<file path="src/rtl/edge_scan_ctrl.sv">
// Frame-level raster sequencer for the edge-detection datapath.
// Handles border zeroing, the window/gradient/magnitude handshakes and output writes.
module edge_scan_ctrl #(
    parameter int IMG_W   = 640,
    parameter int IMG_H   = 480,
    parameter int ADDR_W  = 19,
    parameter int TIMEOUT = 64
) (
    input  logic              clk,
    input  logic              n_rst,
    input  logic              start,
    output logic              window_req,
    output logic [ADDR_W-1:0] window_addr,
    input  logic              window_ready,
    output logic              calc_start,
    input  logic              calc_done,
    input  logic              output_enable,
    input  logic [3:0]        pixel_in,
    output logic              wr_en,
    output logic [ADDR_W-1:0] wr_addr,
    output logic [3:0]        wr_data,
    input  logic              wr_ack,
    output logic              busy,
    output logic              frame_done,
    output logic              err
);

    localparam int COL_W = $clog2(IMG_W);
    localparam int ROW_W = $clog2(IMG_H);
    localparam int CNT_W = $clog2(TIMEOUT + 1);

    localparam logic [COL_W-1:0] COL_LAST = COL_W'(IMG_W - 1);
    localparam logic [ROW_W-1:0] ROW_LAST = ROW_W'(IMG_H - 1);
    localparam logic [CNT_W-1:0] CNT_LAST = CNT_W'(TIMEOUT - 1);
    localparam logic [CNT_W-1:0] CNT_MAX  = CNT_W'(TIMEOUT);

    typedef enum logic [3:0] {
        IDLE, CHECK, REQ_WIN, WAIT_WIN, CALC, WAIT_CALC, WAIT_MAG, WRITE, NEXT, DONE
    } state_t;

    state_t            state, next_state;
    logic [COL_W-1:0]  col;
    logic [ROW_W-1:0]  row;
    logic [ADDR_W-1:0] addr;
    logic [3:0]        data_q;
    logic [CNT_W-1:0]  wait_cnt;
    logic              border, last_pixel, timed_out;

    assign border     = (row == '0) || (row == ROW_LAST) || (col == '0) || (col == COL_LAST);
    assign last_pixel = (row == ROW_LAST) && (col == COL_LAST);
    assign timed_out  = (wait_cnt >= CNT_LAST);

    always_ff @(posedge clk or negedge n_rst) begin
        if (!n_rst) state <= IDLE;
        else        state <= next_state;
    end

    always_comb begin
        next_state = state;
        case (state)
            IDLE:      if (start) next_state = CHECK;
            CHECK:     next_state = border ? WRITE : REQ_WIN;
            REQ_WIN:   next_state = WAIT_WIN;
            WAIT_WIN:  if (window_ready) next_state = CALC;
            CALC:      next_state = WAIT_CALC;
            WAIT_CALC: begin
                if (calc_done && output_enable) next_state = WRITE;
                else if (calc_done)             next_state = WAIT_MAG;
                else if (timed_out)             next_state = WRITE;
            end
            WAIT_MAG:  if (output_enable || timed_out) next_state = WRITE;
            WRITE:     if (wr_ack) next_state = NEXT;
            NEXT:      next_state = last_pixel ? DONE : CHECK;
            DONE:      next_state = IDLE;
            default:   next_state = IDLE;
        endcase
    end

    always_comb begin
        window_req = 1'b0;
        calc_start = 1'b0;
        wr_en      = 1'b0;
        frame_done = 1'b0;
        busy       = 1'b1;
        case (state)
            IDLE:    busy = 1'b0;
            REQ_WIN: window_req = 1'b1;
            CALC:    calc_start = 1'b1;
            WRITE:   wr_en = 1'b1;
            DONE: begin
                frame_done = 1'b1;
                busy       = 1'b0;
            end
            default: ;
        endcase
    end

    // Pixel position, write data and the per-wait timeout counter; addr is a
    // running counter so no row*IMG_W multiply is needed.
    always_ff @(posedge clk or negedge n_rst) begin
        if (!n_rst) begin
            col      <= '0;
            row      <= '0;
            addr     <= '0;
            data_q   <= '0;
            wait_cnt <= '0;
            err      <= 1'b0;
        end else begin
            case (state)
                IDLE: begin
                    if (start) begin
                        col  <= '0;
                        row  <= '0;
                        addr <= '0;
                        err  <= 1'b0;
                    end
                end
                CHECK: if (border) data_q <= '0;
                CALC:  wait_cnt <= '0;
                WAIT_CALC: begin
                    if (calc_done && output_enable) begin
                        data_q <= pixel_in;
                    end else if (calc_done) begin
                        wait_cnt <= '0;
                    end else if (timed_out) begin
                        err    <= 1'b1;
                        data_q <= '0;
                    end else if (wait_cnt != CNT_MAX) begin
                        wait_cnt <= wait_cnt + CNT_W'(1);
                    end
                end
                WAIT_MAG: begin
                    if (output_enable) begin
                        data_q <= pixel_in;
                    end else if (timed_out) begin
                        err    <= 1'b1;
                        data_q <= '0;
                    end else if (wait_cnt != CNT_MAX) begin
                        wait_cnt <= wait_cnt + CNT_W'(1);
                    end
                end
                NEXT: begin
                    if (!last_pixel) begin
                        addr <= addr + ADDR_W'(1);
                        if (col == COL_LAST) begin
                            col <= '0;
                            row <= row + ROW_W'(1);
                        end else begin
                            col <= col + COL_W'(1);
                        end
                    end
                end
                default: ;
            endcase
        end
    end

    assign window_addr = addr;
    assign wr_addr     = addr;
    assign wr_data     = data_q;

endmodule

</file>
<file path="config.mk">
export PLATFORM = sky130hd
export DESIGN_NAME = edge_scan_ctrl
export DESIGN_NICKNAME = d
export VERILOG_FILES = /design/src/rtl/edge_scan_ctrl.sv
export SDC_FILE = /design/constraint.sdc
export NUM_CORES = 1
export LEC_CHECK = 0
export ABC_CLOCK_PERIOD_IN_PS = 7200
export CORE_MARGIN = 4
export CORE_UTILIZATION = 56
export DETAILED_ROUTE_END_ITERATION = 6
export DONT_BUFFER_PORTS = 1
export PLACE_DENSITY_LB_ADDON = 0.2
export SLEW_MARGIN = 10
export SYNTH_ARGS = -nofsm -noshare
export SYNTH_HDL_FRONTEND = slang
export SYNTH_SLANG_ARGS = --single-unit
export TNS_END_PERCENT = 30
</file>
<file path="constraint.sdc">
create_clock -name clk -period 7.2 [get_ports clk]
set_clock_uncertainty 0.15 [all_clocks]
set_input_delay 1.08 -clock clk [delete_from_list [all_inputs] [get_ports clk]]
set_output_delay 1.08 -clock clk [all_outputs]
set_load 0.02 [all_outputs]
</file>
==> impl_metrics.yaml <==
drt:
  viasPerCell: 6.228
  vias: 2516
  dr.pass1.iters: 4
  wl_per_cell_um: 16.74
  wirelength_mm: 6.763
  drtIter0Drc: 139
  drc: 0
  drt.antenna.violating_nets: 0
global_routing:
  overflow: 0
  grt_usage_pct: 20.46
  use_met2_pct: 34.86
  antenna_found_initial: 0
  grt.busiest_layer: "met2"
  grt_start_max_net_pins: 55
  grt_first_pass_wirelength_mm: 12.12
  grtUsageMet3_pct: 4.907
  grt_pass1_vias: 2509
  gr-usage-met1_pct: 26.51
clock_tree:
  cts-root-buf: "clkbuf_8"
  cts_resized: 0
  holdBufCountCts: 0
  cts_sinks: 54
  clk_pin_slew_worst_paths_ns: 0.09
  numCtsBuffers: 5
  clk_path_buf_depth: 2
  h-tree-depth: 2
  insertion_delay_ns: 0.30
  cts_tree: "done"
  post-cts-setup-buffers: 0
synth:
  synth-warning-count: 0
  syn_area_um2: 3246
  ys_seq_area_share_pct: 41.63
  synth_seq_cells: 54
  synth_nets: 380
  avgSynthCellArea_um2: 8.966
  synth-adder-area-share_pct: 2.699
  async_reset_ff_share_pct: 100.0
  synth_top_family_by_area: "simple AND/OR/NAND/NOR gates"
  synth-compound-area-share_pct: 16.08
  post_synth_num_cell_types: 51
  synth_xor_area_share_pct: 6.746
  synth_ff_type: "dfrtp_1"
  synthMuxAreaShare_pct: 1.002
  yosys.area_share.simple_pct: 24.06
  synth_enable_flop_cells: 0
  postSynthCellCount: 362
timing:
  tns_ns: 0
  rsz0062_at_grt: "false"
  fin_ws_ns: 3.936
  max_freq_mhz: 306.4
  post-route-period-util_pct: 45.33
  setup_violations: 0
  slew_headroom_pct: 20.98
  hold_viol: 0
  slew_violations: 0
  min_period_ns: 3.264
  worst_pin_slew_ns: 1.180
floorplanning:
  die-area_um2: 7078
  initial_core_util_pct: 58.23
  num_rows: 27
  die_h_um: 84.13
  die_x_um: 84.13
  io_pins: 59
  core_um2: 5574
worst_setup_path:
  critPathSlowestCell: "dfrtp_1"
  path_cells: "nand2b_1 -> nor3_1"
  critical-path-max-stage-delay_ns: 0.73
  worstPathMaxFanout: 30
  path_class: "reg2out"
  endpoint_kind: "output port"
  critPathLaunchType: "flop"
  ff2ff_setup_slack_ns: 4.19
  cp.required_ns: 5.97
  cp.arrival_ns: 2.03
  reg2reg_from: "state[3]"
  cp-startpoint: "state[3]"
placed_design:
  hpwl_mm: 4.655
  pre_cts_slack_ns: 4.263
  place_inst: 396
  dpl-instance-area_um2: 3129
  place_congestion: 0.8207
  port_buffers: 0
cells_and_area:
  fin_cells: 404
  multi_input_area_um2: 1650
  final_cell_area_um2: 3236
  synthToLayoutAreaGrowth_pct: -0.3085
  seq_area_um2: 1351
  layout_common_cells: "dfrtp_1, nor2_1, nand2_1"
  layout-drive-gt1-share_pct: 4.819
  layout_commonest_cell: "dfrtp_1"
  fin_nets: 349
  diodes: 0
  fillCellCount: 510
power:
  peakVddDrop_mv: 0.2093
  leakage_nw: 1.344
  power_w: 0.001068
  powerDensity_nw_per_um2: 330.1
hold_path:
  hold_path.class: "in2async"
run:
  max-cap-violations: 0
run_status:
  status: "finished, final reports clean"
==> area by class of cell <==
class,instances,share of cell area (%)
Clock buffer,7,2.359
Clock inverter,1,0.9281
Inverter,10,1.160
Multi-Input combinational cell,260,51.01
Sequential cell,54,41.76
Tap cell,72,2.784
==> worst paths after layout <==
path / cells past startpoint / to
worst max-delay path: 2 / calc_start
worst min-delay path: 0 / window_addr[6]
worst max register to register: 5 / row[3]
worst min register to register: 2 / wait_cnt[5]
max in group asynchronous: 0 / wr_data[2]
min in group clk: 2 / wait_cnt[5]
==> state kept, by name (all words and copies together), names as in the netlist <==
name / count
col: 10
err: 1
row: 9
state: 4
wait_cnt: 7
window_addr: 19
wr_data: 4
==> stage by stage <==
stage	util [%]	hold WS, ns
floorplan	-	0.3152
global placement	56.14	0.3384
detailed placement	56.14	0.3531
CTS	58.05	0.2974
global route	58.05	0.2838
finish	58.05	0.3044
==> kinds of logic (layout without fill, tap and decap cells) <==
group | Yosys count | count (layout)
AOI/OAI and AO/OA | 75 | 75
DFF | 54 | 54
and+or+nand+nor | 150 | 150
buffers and inverters | 48 | 18
muxes | 3 | 3
adders and majority gates | 7 | 7
xor gates and xnor gates | 25 | 25
==> cells in the mapped netlist (2+ instances only) <==
cell type / n / area (µm²)
dfrtp_1: 54 / 1351
nor2_1: 44 / 165.2
nand2_1: 24 / 90.09
a21oi_1: 19 / 95.09
buf_4: 19 / 142.6
clkbuf_1: 16 / 60.06
nand3_1: 16 / 80.08
nand4_1: 14 / 87.58
xnor2_1: 14 / 122.6
a311oi_1: 12 / 105.1
xor2_1: 11 / 96.34
inv_1: 10 / 37.54
o21ai_0: 10 / 50.05
and2_1: 7 / 43.79
ha_1: 7 / 87.58
nor3_1: 7 / 35.03
and3_1: 6 / 37.54
a22o_1: 5 / 43.79
a31oi_1: 5 / 31.28
o31ai_1: 5 / 37.54
or3_1: 5 / 31.28
or4_1: 5 / 37.54
nor2b_1: 4 / 25.02
nor4_1: 4 / 25.02
a211oi_1: 3 / 22.52
a31o_2: 3 / 26.28
nand2b_1: 3 / 18.77
a21o_1: 2 / 15.01
buf_1: 2 / 7.510
mux2_2: 2 / 22.52
nor3b_1: 2 / 15.01
or3b_2: 2 / 17.52
or4b_2: 2 / 20.02
==> power breakdown <==
part           internal [W]  total, W  leakage, nW  switching, W
logic              0.000149  0.000343        0.560      0.000195
clock network      0.000104  0.000200       0.0524     0.0000953
registers          0.000374  0.000525        0.731      0.000151
total              0.000627   0.00107         1.34      0.000441
==> worst max-delay path, delay by kind of cell (launching register included) <==
family	cells	cell delay, ns
DFF	1	0.73
and+or+nand+nor	2	1.00
==> metal layers <==
metal,vias to the layer above,wire (µm)
met3,8,355
met2,64,3321
met4,0,95
li1,1221,-
met5,-,0
met1,1223,2990
Note: power is estimated with default switching activity, not from simulation.
